### src/rtl/mem_ctrl_pkg.sv
// Shared definitions for the memory arbiter: FSM state encoding and the
// default cache-block size in 16-bit words.
package mem_ctrl_pkg;

    typedef enum logic [1:0] {
        IDLE  = 2'd0,
        FILL  = 2'd1,
        WRITE = 2'd2,
        DONE  = 2'd3
    } arb_state_t;

    localparam int unsigned WORDS_PER_BLOCK_DEF = 8;

endpackage

### src/rtl/block_fill_counter.sv
// Issue and return word counters for a block fill. Both wrap at
// WORDS_PER_BLOCK and are cleared when a fill starts.
// Ports: clk, rst (async, active high), clear, issue/ret increments,
//        issue_cnt/ret_cnt counts, issue_last/ret_last at final word.
module block_fill_counter #(
    parameter int unsigned WORDS_PER_BLOCK = 8,
    parameter int unsigned CW = $clog2(WORDS_PER_BLOCK)
) (
    input  logic          clk,
    input  logic          rst,
    input  logic          clear,
    input  logic          issue,
    input  logic          ret,
    output logic [CW-1:0] issue_cnt,
    output logic [CW-1:0] ret_cnt,
    output logic          issue_last,
    output logic          ret_last
);

    localparam logic [CW-1:0] LAST = CW'(WORDS_PER_BLOCK - 1);

    assign issue_last = (issue_cnt == LAST);
    assign ret_last   = (ret_cnt == LAST);

    always_ff @(posedge clk or posedge rst) begin
        if (rst) begin
            issue_cnt <= '0;
            ret_cnt   <= '0;
        end else if (clear) begin
            issue_cnt <= '0;
            ret_cnt   <= '0;
        end else begin
            if (issue)
                issue_cnt <= issue_last ? '0 : issue_cnt + 1'b1;
            if (ret)
                ret_cnt <= ret_last ? '0 : ret_cnt + 1'b1;
        end
    end

endmodule

### src/rtl/mem_arbiter.sv
// Arbiter sharing one pipelined 16-bit memory between I-side block fills and
// D-side fills / single-word write-throughs.
// Ports: i_req/i_addr, d_req/d_wr/d_addr/d_wdata requests; mem_* memory bus;
//        fill_* returned words; grants, done pulses and busy status.
// Config: define MEM_ARB_ROUND_ROBIN_EN for round-robin arbitration on
//         simultaneous requests; otherwise the D-side has fixed priority.
module mem_arbiter
    import mem_ctrl_pkg::*;
#(
    parameter int unsigned WORDS_PER_BLOCK = WORDS_PER_BLOCK_DEF,
    parameter int unsigned ADDR_W = 16,
    parameter int unsigned CW = $clog2(WORDS_PER_BLOCK)
) (
    input  logic              clk,
    input  logic              rst,
    input  logic              i_req,
    input  logic [ADDR_W-1:0] i_addr,
    input  logic              d_req,
    input  logic              d_wr,
    input  logic [ADDR_W-1:0] d_addr,
    input  logic [15:0]       d_wdata,
    output logic              mem_en,
    output logic              mem_wr,
    output logic [ADDR_W-1:0] mem_addr,
    output logic [15:0]       mem_wdata,
    input  logic [15:0]       mem_rdata,
    input  logic              mem_valid,
    output logic [15:0]       fill_data,
    output logic              fill_valid,
    output logic [CW-1:0]     fill_word,
    output logic              i_grant,
    output logic              d_grant,
    output logic              i_done,
    output logic              d_done,
    output logic              busy
);

    // Clears the byte offset within a block of 16-bit words.
    localparam logic [ADDR_W-1:0] BASE_MASK =
        ~(ADDR_W'(2 * WORDS_PER_BLOCK - 1));

    arb_state_t state;
    logic       owner_d;
    logic       any_req;
    logic       d_first;
    logic       pick_d;
    logic       start_fill;
    logic       issue_inc;
    logic       ret_inc;
    logic [CW-1:0] issue_cnt;
    logic [CW-1:0] ret_cnt;
    logic       issue_last;
    logic       ret_last;

    assign any_req = i_req | d_req;
    assign pick_d  = d_req & (~i_req | d_first);

`ifdef MEM_ARB_ROUND_ROBIN_EN
    // Remembers who won the last grant; reset value makes D win first.
    logic last_d;

    always_ff @(posedge clk or posedge rst) begin
        if (rst)
            last_d <= 1'b0;
        else if (state == IDLE && any_req)
            last_d <= pick_d;
    end

    assign d_first = ~last_d;
`else
    assign d_first = 1'b1;
`endif

    assign start_fill = (state == IDLE) & any_req & ~(pick_d & d_wr);
    assign issue_inc  = (state == FILL) & mem_en;
    assign ret_inc    = (state == FILL) & mem_valid;

    block_fill_counter #(
        .WORDS_PER_BLOCK(WORDS_PER_BLOCK),
        .CW             (CW)
    ) u_cnt (
        .clk       (clk),
        .rst       (rst),
        .clear     (start_fill),
        .issue     (issue_inc),
        .ret       (ret_inc),
        .issue_cnt (issue_cnt),
        .ret_cnt   (ret_cnt),
        .issue_last(issue_last),
        .ret_last  (ret_last)
    );

    // Returned words pass straight through in the cycle they arrive.
    assign fill_valid = ret_inc;
    assign fill_data  = ret_inc ? mem_rdata : 16'h0000;
    assign fill_word  = ret_inc ? ret_cnt : '0;

    always_ff @(posedge clk or posedge rst) begin
        if (rst) begin
            state     <= IDLE;
            owner_d   <= 1'b0;
            mem_en    <= 1'b0;
            mem_wr    <= 1'b0;
            mem_addr  <= '0;
            mem_wdata <= 16'h0000;
            i_grant   <= 1'b0;
            d_grant   <= 1'b0;
            i_done    <= 1'b0;
            d_done    <= 1'b0;
            busy      <= 1'b0;
        end else begin
            i_done <= 1'b0;
            d_done <= 1'b0;
            unique case (state)
                IDLE: begin
                    if (any_req) begin
                        owner_d <= pick_d;
                        i_grant <= ~pick_d;
                        d_grant <= pick_d;
                        busy    <= 1'b1;
                        mem_en  <= 1'b1;
                        if (pick_d && d_wr) begin
                            state     <= WRITE;
                            mem_wr    <= 1'b1;
                            mem_addr  <= d_addr;
                            mem_wdata <= d_wdata;
                        end else begin
                            state    <= FILL;
                            mem_addr <= (pick_d ? d_addr : i_addr) & BASE_MASK;
                        end
                    end
                end
                FILL: begin
                    if (mem_en) begin
                        if (issue_last) begin
                            mem_en   <= 1'b0;
                            mem_addr <= '0;
                        end else begin
                            mem_addr <= mem_addr + ADDR_W'(2);
                        end
                    end
                    if (mem_valid && ret_last) begin
                        state   <= DONE;
                        i_grant <= 1'b0;
                        d_grant <= 1'b0;
                        i_done  <= ~owner_d;
                        d_done  <= owner_d;
                    end
                end
                WRITE: begin
                    state     <= DONE;
                    mem_en    <= 1'b0;
                    mem_wr    <= 1'b0;
                    mem_addr  <= '0;
                    mem_wdata <= 16'h0000;
                    d_grant   <= 1'b0;
                    d_done    <= 1'b1;
                end
                DONE: begin
                    state <= IDLE;
                    busy  <= 1'b0;
                end
            endcase
        end
    end

endmodule

### config.mk
export PLATFORM = sky130hd
export DESIGN_NAME = mem_arbiter
export DESIGN_NICKNAME = d
export VERILOG_FILES = /design/src/rtl/mem_ctrl_pkg.sv /design/src/rtl/block_fill_counter.sv /design/src/rtl/mem_arbiter.sv
export SDC_FILE = /design/constraint.sdc
export NUM_CORES = 1
export LEC_CHECK = 0
export BUFFER_PORTS_ARGS = -buffer_cell sky130_fd_sc_hd__buf_2
export CAP_MARGIN = 20
export CORE_ASPECT_RATIO = 1.75
export CORE_MARGIN = 4
export CORE_UTILIZATION = 47
export DETAILED_ROUTE_END_ITERATION = 7
export GPL_TIMING_DRIVEN = 0
export PLACE_DENSITY_LB_ADDON = 0.25
export SYNTH_ARGS = -nofsm -noshare
export SYNTH_HDL_FRONTEND = slang
export SYNTH_SLANG_ARGS = --single-unit
### constraint.sdc
create_clock -name clk -period 2.3 [get_ports clk]
set_input_delay 0.23 -clock clk [delete_from_list [all_inputs] [get_ports clk]]
set_output_delay 0.23 -clock clk [all_outputs]
set_load 0.01 [all_outputs]
# --- Word level (Yosys, flattened, before mapping) ---
# Index checks and enable logic that the tools add are counted.
word_totals:
  inputBits: 70
  regBits: 48
  elab_cells: 89
  out_inout_bits: 59
classes:
  bitwise: 9
  n_addsub: 3
  n_reduce_logical: 17
  mux: 38
  n_eq_ne: 9
ops:
  columns: ["operator", "count"]
  rows:
  - ["two-way mux 16 bit", 8]
  - ["case mux 16 bit (3 select lines)", 1]
  - ["case mux 16 bit (2 select lines)", 1]
  - ["two-way mux 3 bit", 7]
  - ["adder 16 x 2 -> 16 bit (second input constant)", 1]
  - ["AND reduction 3 bit", 4]
  - ["two-way mux 1 bit", 11]
  - ["nonzero test 2 bit", 5]
  - ["case mux 1 bit (2 select lines)", 4]
  - ["case mux 2 bit (4 select lines)", 1]
  - ["AND reduction 2 bit", 4]
  - ["adder 3 x 1 -> 3 bit (second input constant)", 2]
  - ["== test 3 bit (second input constant)", 2]
  - ["two-way mux 2 bit", 3]
  - ["case mux 1 bit (3 select lines)", 2]
  - ["AND 1 bit", 5]
  - ["== test 2 bit (second input constant)", 2]
  - ["inequality test 2 x 1 -> 1 bit (second input constant)", 2]
  - ["inequality test 2 bit (second input constant)", 2]
  - ["NOT 1 bit", 3]
  - ["nonzero test 3 bit", 1]
  - ["== test 2 x 1 -> 1 bit (second input constant)", 1]
  - ["logical AND 1 bit", 2]
  - ["zero test 2 bit", 1]
  - ["bitwise OR 1 bit", 1]

# --- Depth between registers and ports, before layout ---
# Gate-level depths: netlist of run 1.
depth:
  depth_word: 4
  ltp_mapped: 8

# --- Modules after synthesis ---
# A second synthesis of run 1 with hierarchy kept.
hier_totals:
  cells_unflattened: 286
  area_unflattened_um2: 2797.7
modules_own_cells:
  columns: ["mod", "cells_each", "instances", "area_per_inst_um2"]
  rows:
  - ["mem_arbiter", 260, 1, 2489.9]
  - ["block_fill_counter", 26, 1, 307.8]

# --- Least setup slack after synthesis of run 1 ---
# Ideal clock, no wire load.
synth_timing:
  kind: "register to register"
  start: "register state[0]"
  end: "register mem_addr[5]"
  synth_period_minus_slack_ns: 1.986
  path_slack_ns: 0.314
  t_required_ns: 2.179
  t_arrival_ns: 1.865
  setup_ns: 0.121
  n_path_buf: 1
  stages_incl_launch_ff: 8
  cell_sequence: "dfrtp_1 > inv_1 > ha_1 > buf_2 > nor3b_2 > nor3_1 > o21ai_0 > a22o_1"
synth_between:
  elab_chain_cells: 3
  word_cells_on_any_way: 8
  cone_classes: "eq/ne: 4; mux: 1; reduce/logical: 3"
synth_rtl:
  columns: ["element", "line_no", "source"]
  rows:
  - ["start, declared", "mem_arbiter.sv:42", "arb_state_t state;"]
  - ["start signal, assigned", "mem_arbiter.sv:100", "state <= IDLE;"]
  - ["start signal, assigned", "mem_arbiter.sv:123", "state <= WRITE;"]
  - ["start signal, assigned", "mem_arbiter.sv:128", "state <= FILL;"]
  - ["== test 2 x 1 -> 1 bit (tied with other cells)", "mem_arbiter.sv:114", "unique case (state)"]
  - ["inequality test 2 bit (no source line) / nonzero test 3 bit (equally long branches)", null, null]
  - ["AND reduction 3 bit (no source line)", null, null]
  - ["end signal, assigned", "mem_arbiter.sv:125", "mem_addr <= d_addr;"]
  - ["end signal, assigned", "mem_arbiter.sv:129", "mem_addr <= (pick_d ? d_addr : i_addr) & BASE_MASK;"]
  - ["end signal, assigned", "mem_arbiter.sv:139", "mem_addr <= mem_addr + ADDR_W'(2);"]
  - ["end, declared", "mem_arbiter.sv:24", "output logic [ADDR_W-1:0] mem_addr,"]
# Several ways; a longest one is shown, not always the timed one.
# A chain may end at the register's enable or synchronous reset.

# --- Worst setup path in the final report of run 1 ---
layout_timing:
  start: "register state[1]"
  end: "register mem_addr[6]"
# Same word-level chain as after synthesis.

==> results.json, run 1 <==
{
  "outcome": "finished clean",
  "grt_setup_unrepaired": "false",
  "max_cap_violations": 0,
  "synth.avg_cell_area_sq_um": 9.430,
  "io_pins": 129,
  "peakVddDrop_v": 0.0006728,
  "r2r-end": "mem_addr[6]$_DFFE_PP0P_",
  "async_reset_ff_share_pct": 100.0,
  "tightest_slew_ps": 616.9,
  "stdcell_count": 497,
  "placed_area_sq_mm": 0.003423,
  "hold_viol": 0,
  "crit_chain": "inv_1 > ha_2 > buf_2 > nor3b_4 > or3_1 > clkbuf_2 > o21ai_0 > o21ai_0",
  "multiInputGateArea_sq_mm": 0.001400,
  "grt.busiest_layer": "met2",
  "slew_headroom_pct": 58.65,
  "portBuffers": 124,
  "dpl_worst_slack_ps": -164.4,
  "drtIter0Drc": 93,
  "cts_made_buffers": 5,
  "gp_congestion": 0.9078,
  "period_needed_ps": 2166,
  "crit_path_end_kind": "flip-flop",
  "min_to": "mem_wdata[0]$_DFFE_PP0P_",
  "setup_viol": 0,
  "synthFlopType": "dfrtp_1",
  "p_total_mw": 4.361,
  "ys_seq_elements": 48,
  "regArea_sq_mm": 0.001201,
  "antenna_left": 0,
  "fin_skew_ps": 6.820,
  "fin_crit_sh_pct": 94.18,
  "reg2reg_from": "state[1]$_DFFE_PP0P_",
  "drc": 0,
  "grt_pass1_wl_um": 12140,
  "layout-drive-gt1-share_pct": 36.58,
  "die_w_um": 65.16,
  "core_area_sq_mm": 0.005540,
  "row_count": 36,
  "fin_util_pct": 64.45,
  "area_growth_pct": 32.87,
  "routed_wirelength_um": 7798,
  "tns_ps": 0,
  "cp.buffers_inverters": 3,
  "insertion_delay_ps": 310,
  "dr.pass1.iters": 4,
  "crit_type": "flip-flop to flip-flop",
  "power_density_mw_per_mm2": 1221,
  "ys_seq_area_share_pct": 44.69,
  "critPathSlowestCell": "or3_1",
  "slew_viol_final": 0,
  "max_freq_mhz": 461.7,
  "dp_cells": 486,
  "viasPerCell": 5.596,
  "dieHeight_um": 108.0,
  "insertedDiodeCount": 0,
  "min_from": "d_wdata[0]",
  "setup_slack_ps": 133.9,
  "final_area_sq_mm": 0.003571,
  "synthDominantCellAreaShare_pct": 44.69,
  "cts_tree": "built",
  "wl_per_cell_um": 15.69,
  "critPathTopFamily": "simple AND/OR/NAND/NOR gates",
  "cts.path.max_buffers": 2,
  "use_met3_pct": 3.742,
  "clk_pin_slew_ps": 90,
  "reg2reg_depth": 8,
  "syn-num-nets": 365,
  "synth_cell_types": 39,
  "leakage_nw": 1.956,
  "dieArea_sq_mm": 0.007040,
  "start_util_pct": 48.51,
  "cts_sinks": 48,
  "r2r_setup_slack_ps": 130,
  "synth-edff-count": 0,
  "netlist_area_sq_mm": 0.002688,
  "use_met2_pct": 41.26,
  "yosys_warnings": 0,
  "arrival_ps": 2350,
  "route.vias.total": 2781,
  "grt_overflow": 0,
  "start_kind": "flip-flop",
  "met1_usage_pct": 22.38,
  "nFillCells": 522,
  "num-nets-final": 500,
  "crit_required_ps": 2480,
  "synth_cells": 285,
  "fin_hold_ws_ps": 133.3,
  "antenna_found_initial": 0,
  "hp-class": "primary input to flip-flop",
  "crit_path_max_fanout": 10,
  "crit_top_cell": "o21ai_0",
  "dp_hpwl_um": 6111,
  "synth_area_leaders": "dfrtp_1 45%, a22o_1 5.9%, mux2i_1 5.2%",
  "cts_max_level": 2,
  "grt_pass1_vias": 2692,
  "cts_root_buffer": "clkbuf_8",
  "max_stage_delay_ps": 450,
  "grt_max_degree": 28,
  "grtUsageTotal_pct": 21.94,
  "hold_depth": 2,
  "synth_area_leader_cell": "dfrtp_1"
}
[cell families (layout without fill, tap and decap cells)]
family	Yosys count	after routing	synth area share, %
adders and majority gates	10	10	4.655
muxes	14	14	5.214
DFF	48	48	44.69
and+or+nand+nor	104	104	20.62
AOI/OAI and AO/OA	84	84	20.86
buffers and inverters	25	161	3.957
[area by class of cell]
| class | instances | share of cell area [%] |
|---|---|---|
| timing repair buffer | 129 | 18.85 |
| sequential | 48 | 33.64 |
| inverter | 7 | 0.7358 |
| multi-input combinational | 212 | 39.21 |
| clock buffer | 5 | 1.927 |
| buffer | 17 | 2.313 |
| clock inverter | 3 | 0.6657 |
| tap | 76 | 2.663 |
[power by group]
part | switching, mW | total, mW | internal, mW
combinational | 1.37 | 2.35 | 0.981
clock | 0.298 | 0.514 | 0.216
sequential | 0.291 | 1.50 | 1.21
[cells in the final DEF (no fill, tap or decap), types with 4 or more instances in the layout]
| master | count |
|---|---|
| clkbuf_1 | 6 |
| o2bb2ai_1 | 4 |
| a31oi_1 | 6 |
| clkbuf_8 | 5 |
| buf_4 | 5 |
| buf_2 | 128 |
| clkbuf_2 | 5 |
| o21ai_0 | 26 |
| nor2_1 | 26 |
| dfrtp_1 | 48 |
| nand2_1 | 18 |
| inv_1 | 6 |
| nand3_1 | 10 |
| nor3_1 | 4 |
| mux2i_1 | 14 |
| ha_1 | 9 |
| nor2b_1 | 4 |
| a21oi_1 | 15 |
| and3_1 | 21 |
| a22o_1 | 18 |
[registers in the layout, summed over array words and instances, names as in the netlist, 2 cells and up]
register,flops
state,2
u_cnt.ret_cnt,3
mem_addr,16
mem_wdata,16
u_cnt.issue_cnt,3
[layer usage]
metal	part of all wire [%]	routed length (um)
met2	54	4222
met5	0	0
met4	3.3	260
met1	36	2785
met3	6.8	529
[worst max-delay path by stage]
stage / start / end / slack, ps / depth (start not counted)
2_1_floorplan: state[0]$_DFFE_PP0P_ / mem_addr[5]$_DFFE_PP0P_ / 310 / 7
3_3_place_gp: state[1]$_DFFE_PP0P_ / mem_addr[5]$_DFFE_PP0P_ / -120 / 7
3_5_place_dp: state[1]$_DFFE_PP0P_ / mem_addr[5]$_DFFE_PP0P_ / -160 / 7
4_1_cts: state[1]$_DFFE_PP0P_ / mem_addr[10]$_DFFE_PP0P_ / 10 / 8
5_1_grt: state[1]$_DFFE_PP0P_ / mem_addr[4]$_DFFE_PP0P_ / 20 / 8
6_report: state[1]$_DFFE_PP0P_ / mem_addr[6]$_DFFE_PP0P_ / 130 / 8
[repair_timing]
action                                  in CTS  in global routing
pin swaps                                    0                  1
gates resized for setup                      3                  9
hold buffers                                 1                  0
endpoints found under the setup margin      11                 32
endpoints found under the hold margin       21                  0
gates cloned                                 0                  0
buffers inserted                             0                  3
[synthesized netlist by cell type, drive strengths merged (4+ instances only)]
master and count:
a21oi 15, a22o 18, a31oi 7, and3 21, buf 6, clkbuf 12
dfrtp 48, ha 10, inv 7, mux2i 14, nand2 18, nand3 11
nor2 26, nor2b 4, nor3 5, nor3b 4, o21ai 26, o2bb2ai 4
(Power assumes the default switching activity.)
==> run 2: changes to the inputs <==
--- a/config.mk
+++ b/config.mk
@@ -7,7 +7,6 @@
 export LEC_CHECK = 0
 export BUFFER_PORTS_ARGS = -buffer_cell sky130_fd_sc_hd__buf_2
 export CAP_MARGIN = 20
-export CORE_ASPECT_RATIO = 1.75
 export CORE_MARGIN = 4
 export CORE_UTILIZATION = 47
 export DETAILED_ROUTE_END_ITERATION = 7
==> run 2 against run 1 <==
  * Core utilization shrank 0.52 points
  * Design area shrank 0.81%
  * Setup slack gained 24 ps
  * Highest routed layer unchanged
  * Sequential share of layout area grew 0.27 points
  * Critical path type unchanged
==> results.json, run 2 (same netlist as run 1, synthesis figures left out) <==
{
  "final_area_sq_mm": 0.003542,
  "viasPerCell": 5.522,
  "fin_hold_ws_ps": 149.3,
  "reg_top3": "mem_addr: 16 flops, mem_wdata: 16 flops",
  "insertedDiodeCount": 0,
  "p_total_mw": 4.306,
  "regArea_sq_mm": 0.001201,
  "crit_type": "flip-flop to flip-flop",
  "wl_per_cell_um": 15.34,
  "grt_pass1_vias": 2557,
  "postCtsSetupBuffers": 0,
  "tightest_slew_ps": 625.1,
  "reg2reg_depth": 7,
  "dieHeight_um": 83.62,
  "nFillCells": 463,
  "cts_sinks": 48,
  "grtUsageTotal_pct": 21.20,
  "final_common_cell": "buf_2",
  "cts_made_buffers": 5,
  "dp_cells": 482,
  "core_area_sq_mm": 0.005540,
  "dr.pass1.iters": 4,
  "fin_util_pct": 63.93,
  "crit_required_ps": 2500,
  "grt_max_degree": 26,
  "dr.max_layer_used": "met4",
  "placed_area_sq_mm": 0.003418,
  "crit_path_end_kind": "flip-flop",
  "grt_overflow": 0,
  "slew_viol_final": 0,
  "cts_tree": "built",
  "fin_skew_ps": 14.41,
  "hold_viol": 0,
  "endpoint": "mem_addr[5]$_DFFE_PP0P_",
  "r2r-end": "mem_addr[5]$_DFFE_PP0P_",
  "met3WireLength_um": 550,
  "routed_wirelength_um": 7518,
  "start_kind": "flip-flop",
  "arrival_ps": 2340,
  "max_freq_mhz": 466.9,
  "power_density_mw_per_mm2": 1216,
  "wl_met2_um": 3464,
  "r2r_setup_slack_ps": 160,
  "max_cap_violations": 0,
  "reg2reg_from": "state[0]$_DFFE_PP0P_",
  "clk_pin_slew_ps": 90,
  "grt_setup_unrepaired": "true",
  "setup_viol": 0,
  "io_pins": 129,
  "stdcell_count": 490,
  "multiInputGateArea_sq_mm": 0.001400,
  "antenna_left": 0,
  "dp_hpwl_um": 5535,
  "leakage_nw": 1.939,
  "drtIter0Drc": 136,
  "area_growth_pct": 31.80,
  "cts_root_buffer": "clkbuf_8",
  "num-nets-final": 497,
  "crit_path_max_fanout": 9,
  "die_w_um": 83.62,
  "dieArea_sq_mm": 0.006992,
  "fin_crit_sh_pct": 93.12,
  "row_count": 27,
  "cts_max_level": 2,
  "cts.path.max_buffers": 2,
  "drt-met1-wl_um": 3401,
  "antenna_found_initial": 0,
  "hp-class": "primary input to flip-flop",
  "grt_pass1_wl_um": 12480,
  "layout-drive-gt1-share_pct": 35.89,
  "slew_headroom_pct": 58.10,
  "outcome": "finished clean",
  "period_needed_ps": 2142,
  "portBuffers": 124,
  "final_cell_mix": "128 x buf_2, 48 x dfrtp_1, 26 x nor2_1, 26 x o21ai_0, 21 x and3_1",
  "crit_path_start": "state[0]$_DFFE_PP0P_",
  "start_util_pct": 48.51,
  "drc": 0,
  "gp_congestion": 0.8583,
  "peakVddDrop_v": 0.0005645,
  "route.vias.total": 2706,
  "insertion_delay_ps": 310
}
[run 2: how the worst min path moves through the flow]
stage                              startpoint                        end  cells past startpoint
after floorplan                    d_wdata[0]   mem_wdata[0]$_DFFE_PP0P_                      1
after global placement    owner_d$_DFFE_PP0P_           i_done$_DFF_PP0_                      1
after detailed placement                  rst   mem_wdata[4]$_DFFE_PP0P_                      2
after CTS                         d_wdata[10]  mem_wdata[10]$_DFFE_PP0P_                      2
after global routing               d_wdata[1]   mem_wdata[1]$_DFFE_PP0P_                      2
final                             d_wdata[10]  mem_wdata[10]$_DFFE_PP0P_                      2
[run 2: what timing repair did]
action / 4_1_cts / 5_1_grt
hold buffers: 1 / 0
hold endpoints to repair: 23 / 0
resized for setup: 2 / 10
endpoints found under the setup margin: 6 / 41
[run 2: through the flow]
step | worst slack, ps | TNS (ps)
floorplan | 313.6 | 0
global placement | -111.6 | -290.3
detailed placement | -128.1 | -347.6
CTS | 49.49 | 0
global route | -22.89 | -22.89
finish | 158.1 | 0
[run 2: layer usage]
layer | up-vias | GRT usage (%)
li1 | 1328 | -
met1 | 1260 | 30.16
met2 | 107 | 32.97
met3 | 11 | 4.047
met4 | 0 | 5.994
met5 | - | 0
[run 2: layout make-up]
class / instances / share of cell area, %
well taps: 72 / 2.543
clock buffers: 5 / 1.943
multi-input cells: 212 / 39.53
inverters: 7 / 0.7418
plain buffers: 17 / 2.296
flip-flops and latches: 48 / 33.91
repair buffers: 126 / 18.37
clock inverters: 3 / 0.6711
[run 2: power by group]
part,internal [mW],switching (mW)
clock network,0.215,0.295
logic,0.947,1.35
registers,1.21,0.298
[run 2: critical path, stage by stage, from the launching register on]
cell     delay (ps)
dfrtp_1         400
inv_1           100
ha_2            180
buf_2           160
nor3b_4         190
nor3_2          530
o21ai_0         200
a22o_1          270
